[src/rtl/music_pkg.sv]
// music_pkg: note codes, 100 MHz half-period table and FSM
// encoding shared by the tone sequencer and its pitch generator.
package music_pkg;

  localparam int unsigned CLK_HZ = 100_000_000;

  localparam logic [5:0] NOTE_REST = 6'd0;
  localparam logic [5:0] NOTE_BASE = 6'd3;
  localparam logic [5:0] NOTE_TOP  = 6'd62;

  localparam logic [3:0] SEMI_C  = 4'd0;
  localparam logic [3:0] SEMI_CS = 4'd1;
  localparam logic [3:0] SEMI_D  = 4'd2;
  localparam logic [3:0] SEMI_DS = 4'd3;
  localparam logic [3:0] SEMI_E  = 4'd4;
  localparam logic [3:0] SEMI_F  = 4'd5;
  localparam logic [3:0] SEMI_FS = 4'd6;
  localparam logic [3:0] SEMI_G  = 4'd7;
  localparam logic [3:0] SEMI_GS = 4'd8;
  localparam logic [3:0] SEMI_A  = 4'd9;
  localparam logic [3:0] SEMI_AS = 4'd10;
  localparam logic [3:0] SEMI_B  = 4'd11;

  // Octave-0 half periods (C2..B2) in clk cycles.
  localparam logic [19:0] HALF_BASE [12] = '{
    20'd764409, 20'd721501, 20'd681013,
    20'd642797, 20'd606722, 20'd572672,
    20'd540541, 20'd510204, 20'd481579,
    20'd454545, 20'd429037, 20'd404956
  };

  typedef enum logic [1:0] {
    S_IDLE,
    S_FETCH,
    S_LOAD,
    S_PLAY
  } state_t;

  function automatic logic note_is_rest(
    input logic [5:0] n
  );
    return (n < NOTE_BASE) || (n > NOTE_TOP);
  endfunction

  function automatic logic [2:0] note_oct(
    input logic [5:0] m
  );
    logic [2:0] o;
    if (m >= 6'd48)      o = 3'd4;
    else if (m >= 6'd36) o = 3'd3;
    else if (m >= 6'd24) o = 3'd2;
    else if (m >= 6'd12) o = 3'd1;
    else                 o = 3'd0;
    return o;
  endfunction

  // Zero marks a rest; otherwise half period of the square wave.
  function automatic logic [19:0] note_half(
    input logic [5:0] n
  );
    logic [5:0] m;
    logic [2:0] o;
    logic [3:0] s;
    m = n - NOTE_BASE;
    o = note_oct(m);
    s = 4'(m - 6'd12 * {3'd0, o});
    if (note_is_rest(n)) return '0;
    return HALF_BASE[s] >> o;
  endfunction

endpackage

[src/rtl/music_player_tone_gen.sv]
// tone_gen: decodes a note code into a half period and
// drives the square-wave speaker from a 20-bit counter.
module tone_gen
  import music_pkg::*;
(
  input  logic       clk,
  input  logic       rst_n,
  input  logic [5:0] note,
  input  logic       load,
  input  logic       hold,
  output logic       speaker
);

  logic [19:0] half_q;
  logic [19:0] cnt_q;
  logic [19:0] cnt_nxt;
  logic [19:0] half_m1;
  logic        spk_q;

  always_comb begin
    half_m1 = half_q - 20'd1;
    cnt_nxt = cnt_q + 20'd1;
    if (cnt_q == half_m1) cnt_nxt = '0;
  end

  // The edge that brings the count to half-1 flips the output.
  always_ff @(posedge clk) begin
    if (!rst_n) begin
      half_q <= '0;
      cnt_q  <= '0;
      spk_q  <= 1'b0;
    end else if (load) begin
      half_q <= note_half(note);
      cnt_q  <= '0;
      spk_q  <= 1'b0;
    end else if (!hold && half_q != '0) begin
      cnt_q <= cnt_nxt;
      if (cnt_nxt == half_m1) spk_q <= ~spk_q;
    end
  end

  assign speaker = spk_q & ~hold;

endmodule

[src/rtl/music_player.sv]
// music_player: ROM-driven tone sequencer (IDLE/FETCH/LOAD/PLAY).
// Define MUSIC_GAP_EN to silence the last GAP_TICKS of each note.
module music_player
  import music_pkg::*;
#(
  parameter int unsigned NOTE_TICKS = 12_500_000,
  parameter int unsigned SONG_LEN   = 256,
  parameter int unsigned GAP_TICKS  = 1_250_000
) (
  input  logic       clk,
  input  logic       rst_n,
  input  logic       enable,
  input  logic       restart,
  output logic [7:0] rom_addr,
  input  logic [7:0] rom_note,
  output logic       speaker,
  output logic       playing,
  output logic [5:0] cur_note
);

  localparam int unsigned TW =
    $clog2(NOTE_TICKS + 1);
  localparam logic [TW-1:0] TICK_LAST =
    TW'(NOTE_TICKS - 1);
  localparam logic [7:0] ADDR_LAST =
    8'(SONG_LEN - 1);

  if (SONG_LEN < 1 || SONG_LEN > 256)
  begin : g_bad_len
    $error("SONG_LEN must be 1..256");
  end

  if (GAP_TICKS >= NOTE_TICKS)
  begin : g_bad_gap
    $error("GAP_TICKS must be < NOTE_TICKS");
  end

  state_t        state_q;
  state_t        state_d;
  logic [TW-1:0] tick_q;
  logic          note_done;
  logic          load;
  logic          hold;
  logic          in_gap;
  logic          unused_rom_hi;

  assign unused_rom_hi = ^rom_note[7:6];

`ifdef MUSIC_GAP_EN
  localparam logic [TW-1:0] GAP_FIRST =
    TW'(NOTE_TICKS - GAP_TICKS);
  assign in_gap = tick_q >= GAP_FIRST;
`else
  assign in_gap = 1'b0;
`endif

  always_ff @(posedge clk) begin
    if (!rst_n) state_q <= S_IDLE;
    else        state_q <= state_d;
  end

  always_comb begin
    state_d = state_q;
    unique case (state_q)
      S_IDLE:  if (enable) state_d = S_FETCH;
      S_FETCH: state_d = S_LOAD;
      S_LOAD:  state_d = S_PLAY;
      S_PLAY:  if (note_done) state_d = S_FETCH;
      default: state_d = S_IDLE;
    endcase
    if (restart) state_d = S_FETCH;
    if (!enable) state_d = S_IDLE;
  end

  always_comb begin
    load      = 1'b0;
    hold      = 1'b1;
    note_done = 1'b0;
    unique case (1'b1)
      state_q == S_LOAD:
        load = enable && !restart;
      state_q == S_PLAY: begin
        hold      = in_gap;
        note_done = tick_q == TICK_LAST;
      end
      default: ;
    endcase
  end

  // A paused end-of-note keeps the address so the note replays.
  always_ff @(posedge clk) begin
    if (!rst_n) begin
      rom_addr <= '0;
      cur_note <= NOTE_REST;
      playing  <= 1'b0;
      tick_q   <= '0;
    end else begin
      playing <= state_d == S_PLAY;
      if (restart) begin
        rom_addr <= '0;
      end else if (enable && note_done) begin
        if (rom_addr < ADDR_LAST)
          rom_addr <= rom_addr + 8'd1;
        else
          rom_addr <= '0;
      end
      if (load) begin
        cur_note <= rom_note[5:0];
        tick_q   <= '0;
      end else if (state_q == S_PLAY) begin
        tick_q <= tick_q + TW'(1);
      end
    end
  end

  tone_gen u_tone (
    .clk     (clk),
    .rst_n   (rst_n),
    .note    (rom_note[5:0]),
    .load    (load),
    .hold    (hold),
    .speaker (speaker)
  );

endmodule
[config.mk]
export PLATFORM = sky130hd
export DESIGN_NAME = music_player
export DESIGN_NICKNAME = d
export VERILOG_FILES = /design/src/rtl/music_pkg.sv /design/src/rtl/music_player_tone_gen.sv /design/src/rtl/music_player.sv
export SDC_FILE = /design/constraint.sdc
export NUM_CORES = 1
export LEC_CHECK = 0
export CAP_MARGIN = 15
export CORE_MARGIN = 5
export CORE_UTILIZATION = 30
export DETAILED_ROUTE_END_ITERATION = 10
export HOLD_SLACK_MARGIN = 0.1
export SYNTH_ARGS = -nofsm -noshare
export SYNTH_HDL_FRONTEND = slang
export SYNTH_SLANG_ARGS = --single-unit
[constraint.sdc]
create_clock -name clk -period 7.6 [get_ports clk]
set_input_delay 2.28 -clock clk [delete_from_list [all_inputs] [get_ports clk]]
set_output_delay 2.28 -clock clk [all_outputs]
set_load 0.02 [all_outputs]
==> metrics.csv <==
stage,metric,value,unit
logic_synthesis,"EDFF count, synth",0,
cts,CTS Buf Count,9,
status,status,completed,
critical_path,worst path cell trace,"clkdlybuf4s50_1, ha_1, nor3_1, nor2_1, a21o_1, a31o_2, inv_1, ha_1, xnor2_1, xor2_1, nor3_1, or2_2, mux2i_1, o32ai_1, o21ai_0, a22o_1",
placement,Placed Instances,1087,
cts,Clock transition at path regs,0.06,ns
final_layout,fraction of layout cells with a size suffix above 1,5.762,%
detailed_routing,Initial DRT Pass Iterations,5,
global_routing,vias in the first global route,5275,
logic_synthesis,Syn Area/Cell,7.406,µm²
timing,unrepaired setup endpoints after global routing,no,
logic_synthesis,prevailing post-synth register cell,dfxtp_1,
critical_path,Startpoint Class,input port,
logic_synthesis,leading area contributor after synthesis,dfxtp_1,
timing,max-slew violation count,0,
detailed_routing,drt drc,0,
worst_hold_path,Hold Startpoint,u_tone.spk_q$_SDFFE_PP0P_,
final_layout,Post-Route Utilization,34.33,%
global_routing,largest net degree at the start of global routing,46,
worst_hold_path,Hold Path Depth,2,
cts,worst-skew pair later-pin latency,0.35,ns
cts,Resize count post-CTS,0,
detailed_routing,drt wl/cell,14.87,µm
cts,CTS Buffer Depth,2,
final_layout,Diodes inserted,0,
logic_synthesis,Synth top cells by count,"nor2_1 (116), dfxtp_1 (82), nand2_1 (71)",
critical_path,Worst path slowest cell,clkdlybuf4s50_1,
placement,routability cong.,0.8632,
floorplan,I/O Pins,28,
critical_path,FF-to-FF End,u_tone.spk_q$_SDFFE_PP0P_,
logic_synthesis,synth top area cells,"dfxtp_1 (26%), nor2_1 (7.0%), xnor2_1 (6.2%)",
logic_synthesis,synthesized instance count,839,
detailed_routing,DR iter-0 viols,433,
floorplan,Site Rows,52,
cts,Sink Count,82,
logic_synthesis,"Seq/Total Area, Yosys",26.42,%
critical_path,Crit Path Class,input port to flip-flop,
detailed_routing,Routed WL,16400,µm
cts,setup repair bufs after CTS,0,
timing,final hold vios,0,
power,Worst VDD drop,0.09725,mV
logic_synthesis,syn nets,861,
cts,Root Driver,clkbuf_16,
worst_hold_path,Worst Hold Path EP,u_tone.spk_q$_SDFFE_PP0P_,
timing,highest clock rate,0.1537,GHz
floorplan,Die Span Y,153.9,µm
floorplan,Die Span X,153.9,µm
placement,Detail Placement HPWL,11980,µm
global_routing,GRT Util Overall,13.60,%
final_layout,filler instances,2212,
logic_synthesis,Synth top area share,26.42,%
logic_synthesis,YS warnings,0,
final_layout,area of the multi-input gates,0.004293,mm²
cts,CTS Hold Buffers Added,0,
critical_path,Critical Path RT,7.84,ns
critical_path,"slowest stage delay, CP",0.71,ns
detailed_routing,Via-to-Cell Ratio,5.408,
final_layout,register area,0.001642,mm²
critical_path,worst-path fanout max,12,
logic_synthesis,Post-Syn Area,0.006213,mm²
critical_path,Reg2Reg Setup Slack,3.45,ns
critical_path,family with the most delay on the worst path,compound AO/OA/AOI/OAI gates,
timing,Setup TNS,0,ns
critical_path,FF-to-FF path depth,13,
detailed_routing,via count,5965,
final_layout,P&R area growth vs syn,12.14,%
global_routing,initial antenna violation count,0,
timing,post-layout min period,6.507,ns
critical_path,critical path data arrival time,6.75,ns
detailed_routing,"antenna viol nets, final",0,
cts,CTS tree,built,
power,Pwr Density,164.3,mW/mm²
power,LEAKAGE,2.423,nW
global_routing,first-pass GRT wire length,27150,µm
power,Final Power,1.145,mW
final_layout,post-route insts no fill,1103,
logic_synthesis,ys async rst share,0,%
run,Max Cap Viol,0,
worst_hold_path,Worst Hold Class,flip-flop to flip-flop,
timing,clock skew,0.007486,ns
cts,H-Tree Depth,3,
logic_synthesis,most frequent cell after synthesis,nor2_1,
critical_path,CP Capture Type,flip-flop,
global_routing,grt total ovfl,0,
critical_path,CP Buf/Inv Count,2,
timing,relative slew slack,22.51,%
floorplan,full die area,0.02369,mm²
logic_synthesis,synth unique cells,78,
final_layout,Final #Nets,850,
timing,final hold slack,0.4751,ns
placement,port bufs,25,
critical_path,worst r2r src,u_tone.half_q[0]$_SDFFE_PN0P_,
logic_synthesis,"FF+latch count, synth",82,
floorplan,Initial Util,30.61,%
timing,Slew @ Worst Pin,1.152,ns
timing,"Setup violations, final",0,
floorplan,area of the core,0.02030,mm²
timing,crit share post-route,85.62,%
## kinds of logic after synthesis
logic type	share of synthesized area [%]
adder cells (fa/ha/maj)	2.014
buffers and inverters	4.712
flip-flops	26.42
AO/OA/AOI/OAI	22.07
AND/OR/NAND/NOR	28.45
XOR/XNOR	13.37
multiplexers	2.960
## stage by stage
stage / setup WS [ns] / cell area (µm²)
after floorplan: 1.361 / 6213
after global placement: 0.8739 / 6680
after detailed placement: 0.8224 / 6680
after CTS: 1.183 / 6968
after global routing: 0.7492 / 6968
final: 1.093 / 6968
## worst min-delay path, delay by kind of cell, from the launching register on
family / cells / cell delay [ns]
DFF: 1 / 0.31
and+or+nand+nor: 1 / 0.05
muxes: 1 / 0.06
## power breakdown
group          leakage [nW]  switching (mW)  internal [mW]  total (mW)
combinational          1.63           0.182          0.105       0.288
clock                 0.132           0.192          0.233       0.425
sequential            0.660         0.00173          0.431       0.432
total                  2.42           0.376          0.769        1.14
## layer usage
metal | vias to the layer above | track usage, % | routed length [µm] | part of all wire [%]
li1 | 3014 | - | - | -
met1 | 2772 | 18.79 | 7943 | 48
met2 | 155 | 21.56 | 7322 | 45
met3 | 24 | 2.558 | 803 | 4.9
met4 | 0 | 4.121 | 329 | 2.0
met5 | - | 0 | 0 | 0
## flip-flops by register name (all words and copies together) (netlist names)
name           flops
cur_note           6
playing            1
rom_addr           8
state_q            2
tick_q            24
u_tone.cnt_q      20
u_tone.half_q     20
u_tone.spk_q       1
## how the worst max path moves through the flow
| stage | from | to | slack [ns] | depth (start not counted) |
|---|---|---|---|---|
| 3_5_place_dp | rom_note[1] | u_tone.half_q[16]$_SDFFE_PN0P_ | 0.82 | 16 |
| 3_3_place_gp | rom_note[1] | u_tone.half_q[16]$_SDFFE_PN0P_ | 0.87 | 16 |
| 2_1_floorplan | rom_note[2] | u_tone.half_q[10]$_SDFFE_PN0P_ | 1.36 | 18 |
| 4_1_cts | rom_note[1] | u_tone.half_q[16]$_SDFFE_PN0P_ | 1.18 | 16 |
| 5_1_grt | rom_note[1] | u_tone.half_q[16]$_SDFFE_PN0P_ | 0.75 | 16 |
| 6_report | rom_note[1] | u_tone.half_q[10]$_SDFFE_PN0P_ | 1.09 | 16 |
## placed cells by master, fill, tap and decap left out, drive strengths merged, types with 25 or more instances in the layout
master / n
nor2: 116
dfxtp: 82
nand2: 71
a21oi: 59
o21ai: 45
xnor2: 44
xor2: 43
nor3: 36
nand3: 32
clkdlybuf4s50: 25
## final cells by class
cell class / count / area share (%)
flip-flops and latches: 82 / 23.56
clock inverters: 6 / 0.7003
clock buffers: 10 / 3.430
multi-input cells: 681 / 61.61
well taps: 270 / 4.848
repair buffers: 38 / 4.992
inverters: 16 / 0.8619
Note: power is estimated with default switching activity, not from simulation.
